<file path="config.mk">
export PLATFORM = sky130hd
export DESIGN_NAME = hack_logic_pipe
export DESIGN_NICKNAME = d
export VERILOG_FILES = /design/src/rtl/hack_pkg.sv /design/src/rtl/hack_logic_op.sv /design/src/rtl/hack_logic_pipe.sv
export SDC_FILE = /design/constraint.sdc
export NUM_CORES = 1
export LEC_CHECK = 0
export CAP_MARGIN = 20
export CORE_ASPECT_RATIO = 0.6
export CORE_MARGIN = 2
export CORE_UTILIZATION = 40
export CTS_BUF_LIST = sky130_fd_sc_hd__clkbuf_4 sky130_fd_sc_hd__clkbuf_8
export CTS_CLUSTER_SIZE = 16
export DETAILED_ROUTE_END_ITERATION = 10
export PLACE_DENSITY = 0.65
export SLEW_MARGIN = 25
export SYNTH_ARGS = -nofsm -noshare
export SYNTH_HDL_FRONTEND = slang
export SYNTH_HIERARCHICAL = 1
export SYNTH_SLANG_ARGS = --single-unit
</file>
<file path="constraint.sdc">
create_clock -name clk -period 1.9 [get_ports clk]
set_input_delay 0.475 -clock clk [delete_from_list [all_inputs] [get_ports clk]]
set_output_delay 0.475 -clock clk [all_outputs]
set_load 0.005 [all_outputs]
</file>
<file path="src/rtl/hack_pkg.sv">
// Shared op encodings for the bitwise logic pipe.
// Imported by the ALU and benches.
package hack_pkg;

  typedef logic [2:0] op_t;

  localparam op_t OP_AND  = 3'd0;
  localparam op_t OP_OR   = 3'd1;
  localparam op_t OP_XOR  = 3'd2;
  localparam op_t OP_NAND = 3'd3;
  localparam op_t OP_NOR  = 3'd4;
  localparam op_t OP_XNOR = 3'd5;
  localparam op_t OP_NOTX = 3'd6;
  localparam op_t OP_PASS = 3'd7;

endpackage

</file>
<file path="src/rtl/hack_logic_op.sv">
// Combinational bitwise op unit.
// Produces the result plus zero / negative flags.
module hack_logic_op
  import hack_pkg::*;
#(
  parameter int unsigned N = 16
) (
  input  logic [N-1:0] x,
  input  logic [N-1:0] y,
  input  op_t          op,
  output logic [N-1:0] out,
  output logic         zr,
  output logic         ng
);

  always_comb begin
    out = '0;
    case (op)
      OP_AND:  out = x & y;
      OP_OR:   out = x | y;
      OP_XOR:  out = x ^ y;
      OP_NAND: out = ~(x & y);
      OP_NOR:  out = ~(x | y);
      OP_XNOR: out = ~(x ^ y);
      OP_NOTX: out = ~x;
      OP_PASS: out = x;
      default: out = '0;
    endcase
  end

  assign zr = ~|out;
  assign ng = out[N-1];

endmodule

</file>
<file path="src/rtl/hack_logic_pipe.sv">
// Two-stage valid/ready pipe around hack_logic_op.
// S1 holds operands, S2 holds result and flags.
module hack_logic_pipe
  import hack_pkg::*;
#(
  parameter int unsigned N  = 16,
  parameter int unsigned CW = 16
) (
  input  logic          clk,
  input  logic          reset,
  input  logic [N-1:0]  x,
  input  logic [N-1:0]  y,
  input  logic [2:0]    op,
  input  logic          in_valid,
  output logic          in_ready,
  output logic [N-1:0]  out,
  output logic          zr,
  output logic          ng,
  output logic          out_valid,
  input  logic          out_ready,
  output logic [CW-1:0] ops_done
);

  logic          s1_v_q, s1_v_d;
  logic [N-1:0]  x_q, x_d;
  logic [N-1:0]  y_q, y_d;
  op_t           op_q, op_d;
  logic          s2_v_q, s2_v_d;
  logic [N-1:0]  out_q, out_d;
  logic          zr_q, zr_d;
  logic          ng_q, ng_d;
  logic [CW-1:0] cnt_q, cnt_d;

  logic [N-1:0]  alu_out;
  logic          alu_zr;
  logic          alu_ng;
  logic          s2_adv;
  logic          in_fire;
  logic          out_fire;

  hack_logic_op #(.N(N)) u_op (
    .x   (x_q),
    .y   (y_q),
    .op  (op_q),
    .out (alu_out),
    .zr  (alu_zr),
    .ng  (alu_ng)
  );

  assign s2_adv   = !s2_v_q || out_ready;
  assign in_ready = !s1_v_q || s2_adv;
  assign in_fire  = in_valid && in_ready;
  assign out_fire = s2_v_q && out_ready;

  always_comb begin
    s1_v_d = s1_v_q;
    x_d    = x_q;
    y_d    = y_q;
    op_d   = op_q;
    s2_v_d = s2_v_q;
    out_d  = out_q;
    zr_d   = zr_q;
    ng_d   = ng_q;
    cnt_d  = cnt_q;
    if (in_ready) begin
      s1_v_d = in_valid;
    end
    if (in_fire) begin
      x_d  = x;
      y_d  = y;
      op_d = op;
    end
    if (s2_adv) begin
      s2_v_d = s1_v_q;
    end
    // result regs only load on a real move so a stalled output holds
    if (s2_adv && s1_v_q) begin
      out_d = alu_out;
      zr_d  = alu_zr;
      ng_d  = alu_ng;
    end
    if (out_fire) begin
      cnt_d = cnt_q + CW'(1);
    end
  end

  always_ff @(posedge clk) begin
    if (reset) begin
      s1_v_q <= 1'b0;
      x_q    <= '0;
      y_q    <= '0;
      op_q   <= OP_AND;
      s2_v_q <= 1'b0;
      out_q  <= '0;
      zr_q   <= 1'b0;
      ng_q   <= 1'b0;
      cnt_q  <= '0;
    end else begin
      s1_v_q <= s1_v_d;
      x_q    <= x_d;
      y_q    <= y_d;
      op_q   <= op_d;
      s2_v_q <= s2_v_d;
      out_q  <= out_d;
      zr_q   <= zr_d;
      ng_q   <= ng_d;
      cnt_q  <= cnt_d;
    end
  end

  assign out       = out_q;
  assign zr        = zr_q;
  assign ng        = ng_q;
  assign out_valid = s2_v_q;
  assign ops_done  = cnt_q;

endmodule

</file>
==> flow_summary.json, run 1 <==
{
  "status": "complete, but fails checks",
  "violations": "setup timing",
  "worstReg2RegStart": "op_q[0]",
  "path_max_fanout": 10,
  "required_ns": 2.20,
  "rows": 30,
  "hold_violations": 0,
  "power.leakage_nw": 2.64,
  "yosysUniqueCellTypes": 58,
  "async_flop_share_pct": 0,
  "setup_viol": 3,
  "synthToLayoutAreaGrowth_pct": 44.3,
  "drive_gt1_share_pct": 25.3,
  "avgSynthCellArea_um2": 7.61,
  "yosysSeqAreaShare_pct": 31.4,
  "synth_cells": 595,
  "dpl.cell_count": 867,
  "avgViaCountPerCell": 5.19,
  "place_area_mm2": 0.00601,
  "rsz0062_at_grt": "true",
  "track_usage_pct": 21.5,
  "num_vias": 4627,
  "critPathKind": "flip-flop to flip-flop",
  "drcViolationCount": 0,
  "synth-edff-count": 0,
  "clock_latency_ns": 0.36,
  "cts_tree": "built",
  "synth_seq_cells": 71,
  "slew_headroom_pct": 72.6,
  "synthTopCellsByCount": "nand2_1, a21oi_1, dfxtp_1",
  "grt_pass1_wl_mm": 21.0,
  "ff2ff_setup_slack_ns": -0.14,
  "min_path_cells": 2,
  "ys.flop_type": "dfxtp_1",
  "yosysTopAreaCellShare_pct": 31.4,
  "dr.pass1.iters": 5,
  "fin_worst_skew_ns": 0.00920,
  "root_buffer": "clkbuf_8",
  "htree_levels": 3,
  "final_nets": 815,
  "path_clk_slew_ns": 0.08,
  "grt_antenna_before_repair": 0,
  "finalNonFillerCells": 892,
  "routed_wl_mm": 13.2,
  "cts_buffer_depth": 2,
  "min_from": "out[3]",
  "rr_worst_depth": 11,
  "overflow": 0,
  "finalCritPeriodShare_pct": 107,
  "yosysMostFrequentCell": "nand2_1",
  "yosysTopAreaCell": "dfxtp_1",
  "yosys-top-cells-area": "dfxtp_1, nand2_1, ha_1",
  "place_ws_ns": -0.267,
  "antenna_cells": 0,
  "numCtsBuffers": 9,
  "drt-initial-drc-count": 365,
  "synth_nets": 667,
  "initial_core_util_pct": 40.6,
  "hold_end": "out[3]",
  "postLayoutCellArea_mm2": 0.00653,
  "place.gp.congestion": 0.837,
  "yosys_warnings": 6,
  "tightest_slew_ns": 0.407,
  "rr_endpoint": "zr",
  "cp-start-kind": "flip-flop",
  "wl_per_cell_um": 14.8,
  "die_w_um": 141,
  "holdCritPathClass": "flip-flop to flip-flop",
  "die_h_um": 86.4,
  "grt_pass1_vias": 4328,
  "ant_nets": 0,
  "fp.dieArea_mm2": 0.0122,
  "setup_ws_ns": -0.140,
  "powerDensity_mw_per_mm2": 636,
  "syn_area_mm2": 0.00453,
  "end_kind": "flip-flop",
  "io_pins": 75,
  "grt_max_degree": 43,
  "slew_viol_final": 0,
  "worstPathArrival_ns": 2.34,
  "hpwl_mm": 9.56,
  "irDropWorstVdd_uv": 329,
  "period_needed_ns": 2.04,
  "numPortBuffers": 74,
  "drv_cap": 0,
  "fmax_mhz": 490,
  "clock_sinks": 71,
  "core_mm2": 0.0111
}
worst max-delay path by stage:
stage,startpoint,slack [ns],cells past startpoint,endpoint
after floorplan,x_q[13],0.03,9,zr
after global placement,out_ready,-0.25,3,in_ready
after detailed placement,out_ready,-0.27,3,in_ready
after CTS,x_q[2],-0.15,11,zr
after global routing,op_q[0],-0.23,10,zr
final,op_q[0],-0.14,11,zr
state kept, by name, summed over array words and instances (netlist names):
register   cells
zr             1
s1_v_q         1
out_valid      1
y_q           16
out           16
x_q           16
ops_done      16
op_q           3
ng             1
metal layers:
| layer | up-vias | part of all wire, % | GRT usage (%) |
|---|---|---|---|
| met5 | - | 0 | 0 |
| met4 | 0 | 0.92 | 4.64 |
| met3 | 14 | 4.3 | 4.09 |
| met2 | 107 | 45 | 34.6 |
| met1 | 2176 | 49 | 30.3 |
| li1 | 2330 | - | - |
report_power, final:
group / leakage, nW / internal (W) / switching [W]
registers: 0.585 / 0.00155 / 0.0000461
clock network: 0.120 / 0.000839 / 0.000583
logic: 1.93 / 0.000602 / 0.000533
timing repair:
item                       in CTS  in global routing
cloned                          1                  1
pin swaps                      16                 16
gates resized for setup        27                 45
buffers inserted                4                  4
setup endpoints to repair       8                 12
hold buffers                    0                  0
per-stage QoR:
| step | setup TNS (ns) | total power [W] | hold WS (ns) | utilization (%) |
|---|---|---|---|---|
| final | -0.183 | 0.00415 | 0.456 | 58.6 |
| after global routing | -0.562 | 0.00436 | 0.453 | 58.6 |
| after CTS | -0.153 | 0.00409 | 0.457 | 56.9 |
| after detailed placement | -4.84 | 0.00263 | 0.446 | 53.9 |
| after global placement | -3.44 | 0.00259 | 0.444 | 53.9 |
| after floorplan | 0 | 0.00218 | 0.449 | - |
area by class of cell:
class	instances	area (µm²)
clock inverter	3	65.1
inverter	40	153
clock buffer	13	166
fill	1011	4620
multi-input combinational	443	2860
tap	144	180
timing repair buffer	178	1660
sequential	71	1440
kinds of logic (layout without fill, tap and decap cells):
family | count (synthesis) | count (layout) | synth area share [%]
flip-flops | 71 | 71 | 31.4
XOR/XNOR | 18 | 18 | 3.48
AO/OA/AOI/OAI | 151 | 151 | 20.8
buffers and inverters | 81 | 234 | 8.79
AND/OR/NAND/NOR | 231 | 231 | 23.9
multiplexers | 10 | 10 | 2.57
adder cells (fa/ha/maj) | 33 | 33 | 9.12
worst max-delay path, cell delays in order (launching register included):
cell and delay [ns]:
dfxtp_4 0.39, inv_4 0.13, buf_12 0.15, buf_6 0.12, buf_4 0.11, mux2i_1 0.06
a211oi_1 0.29, a21oi_1 0.12, nor4_2 0.24, and4_1 0.21, nand2_1 0.06, a21oi_2 0.11
placed cells by master, fill, tap and decap left out, types with 3 or more instances in the layout:
cell type	synthesis	final
a211oi_1	5	4
a211oi_2	2	3
a21oi_1	80	68
a21oi_2	3	15
a22o_1	3	3
buf_12	0	8
buf_4	8	86
buf_6	7	6
clkbuf_8	0	11
clkdlybuf4s50_1	0	72
dfxtp_1	71	59
dfxtp_2	0	9
dfxtp_4	0	3
ha_1	33	32
inv_1	38	36
inv_2	2	3
mux2i_1	6	6
nand2_1	123	123
nand2b_1	19	19
nand3_1	10	10
nor2_1	27	25
nor2_2	1	3
nor2b_1	11	11
nor3_1	7	7
nor4_1	7	4
nor4_2	0	3
o211ai_1	12	12
o21ai_0	19	15
o21ai_1	0	3
o22ai_1	4	3
o32ai_1	4	3
or2_2	9	7
xnor2_1	13	12
xor2_1	5	5
Power figures use the tool's default switching activity.
==> run 2, diff against run 1 <==
GPL_ROUTABILITY_DRIVEN = 0   (was default)
GPL_TIMING_DRIVEN = 1   (was default)
PLACE_DENSITY = 0.66   (was 0.65)
SYNTH_HIERARCHICAL = default   (was 1)
==> run 2 against run 1 <==
  * Maximum frequency grew 0.49%
  * Power shrank 8.4%
  * Clock-buffer cell count shrank 2
  * Clock power shrank 13%
  * Via count shrank 6.1%
  * Design area shrank 8.0%
  * Critical path depth shrank 4
  * The flow still finishes with violations (setup timing)
==> flow_summary.json, run 2 <==
{
  "status": "complete, but fails checks",
  "violations": "setup timing",
  "layout_common_cells": "nand2_1, clkdlybuf4s50_1, buf_4",
  "slew_viol_final": 0,
  "yosys_warnings": 0,
  "final_nets": 756,
  "final_common_cell": "nand2_1",
  "yosysSeqAreaShare_pct": 32.6,
  "synthTopCellsByCount": "nand2_1, dfxtp_1, a21oi_1",
  "drcViolationCount": 0,
  "track_usage_pct": 22.2,
  "yosysMostFrequentCell": "nand2_1",
  "path_max_fanout": 3,
  "dpl.cell_count": 812,
  "hold_violations": 0,
  "numCtsBuffers": 9,
  "root_buffer": "clkbuf_8",
  "hpwl_mm": 9.47,
  "period_needed_ns": 2.03,
  "slew_headroom_pct": 72.4,
  "core_mm2": 0.0105,
  "synth_nets": 630,
  "required_ns": 2.18,
  "setup_viol": 1,
  "post_cts_buffers": 0,
  "p_total_w": 0.00380,
  "synth-edff-count": 0,
  "postCtsHoldBufs": 0,
  "initial_core_util_pct": 40.8,
  "synthToLayoutAreaGrowth_pct": 40.0,
  "dr.pass1.iters": 7,
  "numPortBuffers": 74,
  "grt_pass1_wl_mm": 20.1,
  "rsz0062_at_grt": "true",
  "yosysUniqueCellTypes": 57,
  "critPathKind": "flip-flop to flip-flop",
  "place_ws_ns": -0.245,
  "ant_nets": 0,
  "fin_worst_skew_ns": 0.00951,
  "avgViaCountPerCell": 5.25,
  "drive_gt1_share_pct": 19.9,
  "cts_buffer_depth": 2,
  "wl_per_cell_um": 15.4,
  "synth_seq_cells": 70,
  "power.leakage_nw": 2.44,
  "setup_ws_ns": -0.130,
  "cts_tree": "built",
  "routed_wl_mm": 12.7,
  "io_pins": 75,
  "num_vias": 4343,
  "syn_area_mm2": 0.00430,
  "synth_cells": 558,
  "cp-start-kind": "flip-flop",
  "htree_levels": 3,
  "finalCritPeriodShare_pct": 107,
  "path_clk_slew_ns": 0.08,
  "holdCritPathClass": "flip-flop to flip-flop",
  "clock_latency_ns": 0.36,
  "grt_antenna_before_repair": 0,
  "irDropWorstVdd_uv": 339,
  "grt_max_degree": 36,
  "powerDensity_mw_per_mm2": 633,
  "overflow": 0,
  "clock_sinks": 70,
  "worstPathArrival_ns": 2.32,
  "drt-initial-drc-count": 383,
  "finalNonFillerCells": 827,
  "fp.dieArea_mm2": 0.0116,
  "avgSynthCellArea_um2": 7.70,
  "die_w_um": 138,
  "yosysTopAreaCell": "dfxtp_1",
  "yosys-top-cells-area": "dfxtp_1, ha_1, nand2_1",
  "grt_pass1_vias": 4125,
  "async_flop_share_pct": 0,
  "ys.flop_type": "dfxtp_1",
  "drv_cap": 0,
  "rows": 29,
  "antenna_cells": 0,
  "die_h_um": 84.3,
  "end_kind": "flip-flop",
  "fmax_mhz": 493,
  "tightest_slew_ns": 0.414,
  "yosysTopAreaCellShare_pct": 32.6
}
==> run 2: what timing repair did <==
action                     in CTS  in global routing
pin swaps                       1                  4
gates resized for setup        10                 31
cloned                          0                  0
setup endpoints to repair      13                 14
==> run 2: cell type report <==
class | count | area (µm²)
inverter | 38 | 145
clock inverter | 4 | 47.5
multi-input combinational | 413 | 2700
fill | 968 | 4510
clock buffer | 11 | 145
sequential | 70 | 1410
timing repair buffer | 152 | 1390
tap | 139 | 174
==> run 2: routing by layer <==
metal	up-vias	wire, µm	global-route usage (%)
met2	153	5570	33.3
met5	-	0	0
li1	2145	-	-
met1	2029	6070	31.4
met3	16	926	6.22
met4	0	159	5.47
==> run 2: critical path: stages, from the launching register on <==
cell and delay (ns):
dfxtp_2 0.35, inv_2 0.05, ha_4 0.23, mux2_4 0.25, mux4_2 0.50, nor4b_4 0.25, nand4b_1 0.14, o31ai_2 0.19
==> run 2: power breakdown <==
group,total (W),switching [W],internal (W)
logic,0.000975,0.000467,0.000508
registers,0.00159,0.0000527,0.00153
clock network,0.00124,0.000597,0.000645
total,0.00380,0.00112,0.00269
==> run 2: kinds of logic (layout without fill, tap and decap cells) <==
group,Yosys count,in the layout,share of synthesized area (%)
simple gates,225,225,25.0
compound gates,129,129,18.8
buf+inv,75,205,7.63
flops,70,70,32.6
fa+ha+maj,33,33,9.61
mux,14,14,3.82
xor+xnor,12,12,2.45
==> run 2: worst paths after layout <==
kind	from	endpoint	slack, ns	depth (start not counted)
worst max-delay path	y_q[11]	zr	-0.13	7
worst min-delay path	out[11]	out[11]	0.46	2
worst max register to register	y_q[11]	zr	-0.13	7
worst min register to register	out[11]	out[11]	0.46	2
==> run 2: metrics by stage <==
stage                     hold WS [ns]  cell area [µm²]  util [%]  TNS, ns
after floorplan                  0.445             4300         -  -0.0344
after global placement           0.448             5660      53.8    -3.14
after detailed placement         0.449             5660      53.8    -5.37
after CTS                        0.459             5880      55.9   -0.239
after global routing             0.477             6010      57.1   -0.245
final                            0.458             6010      57.1   -0.130
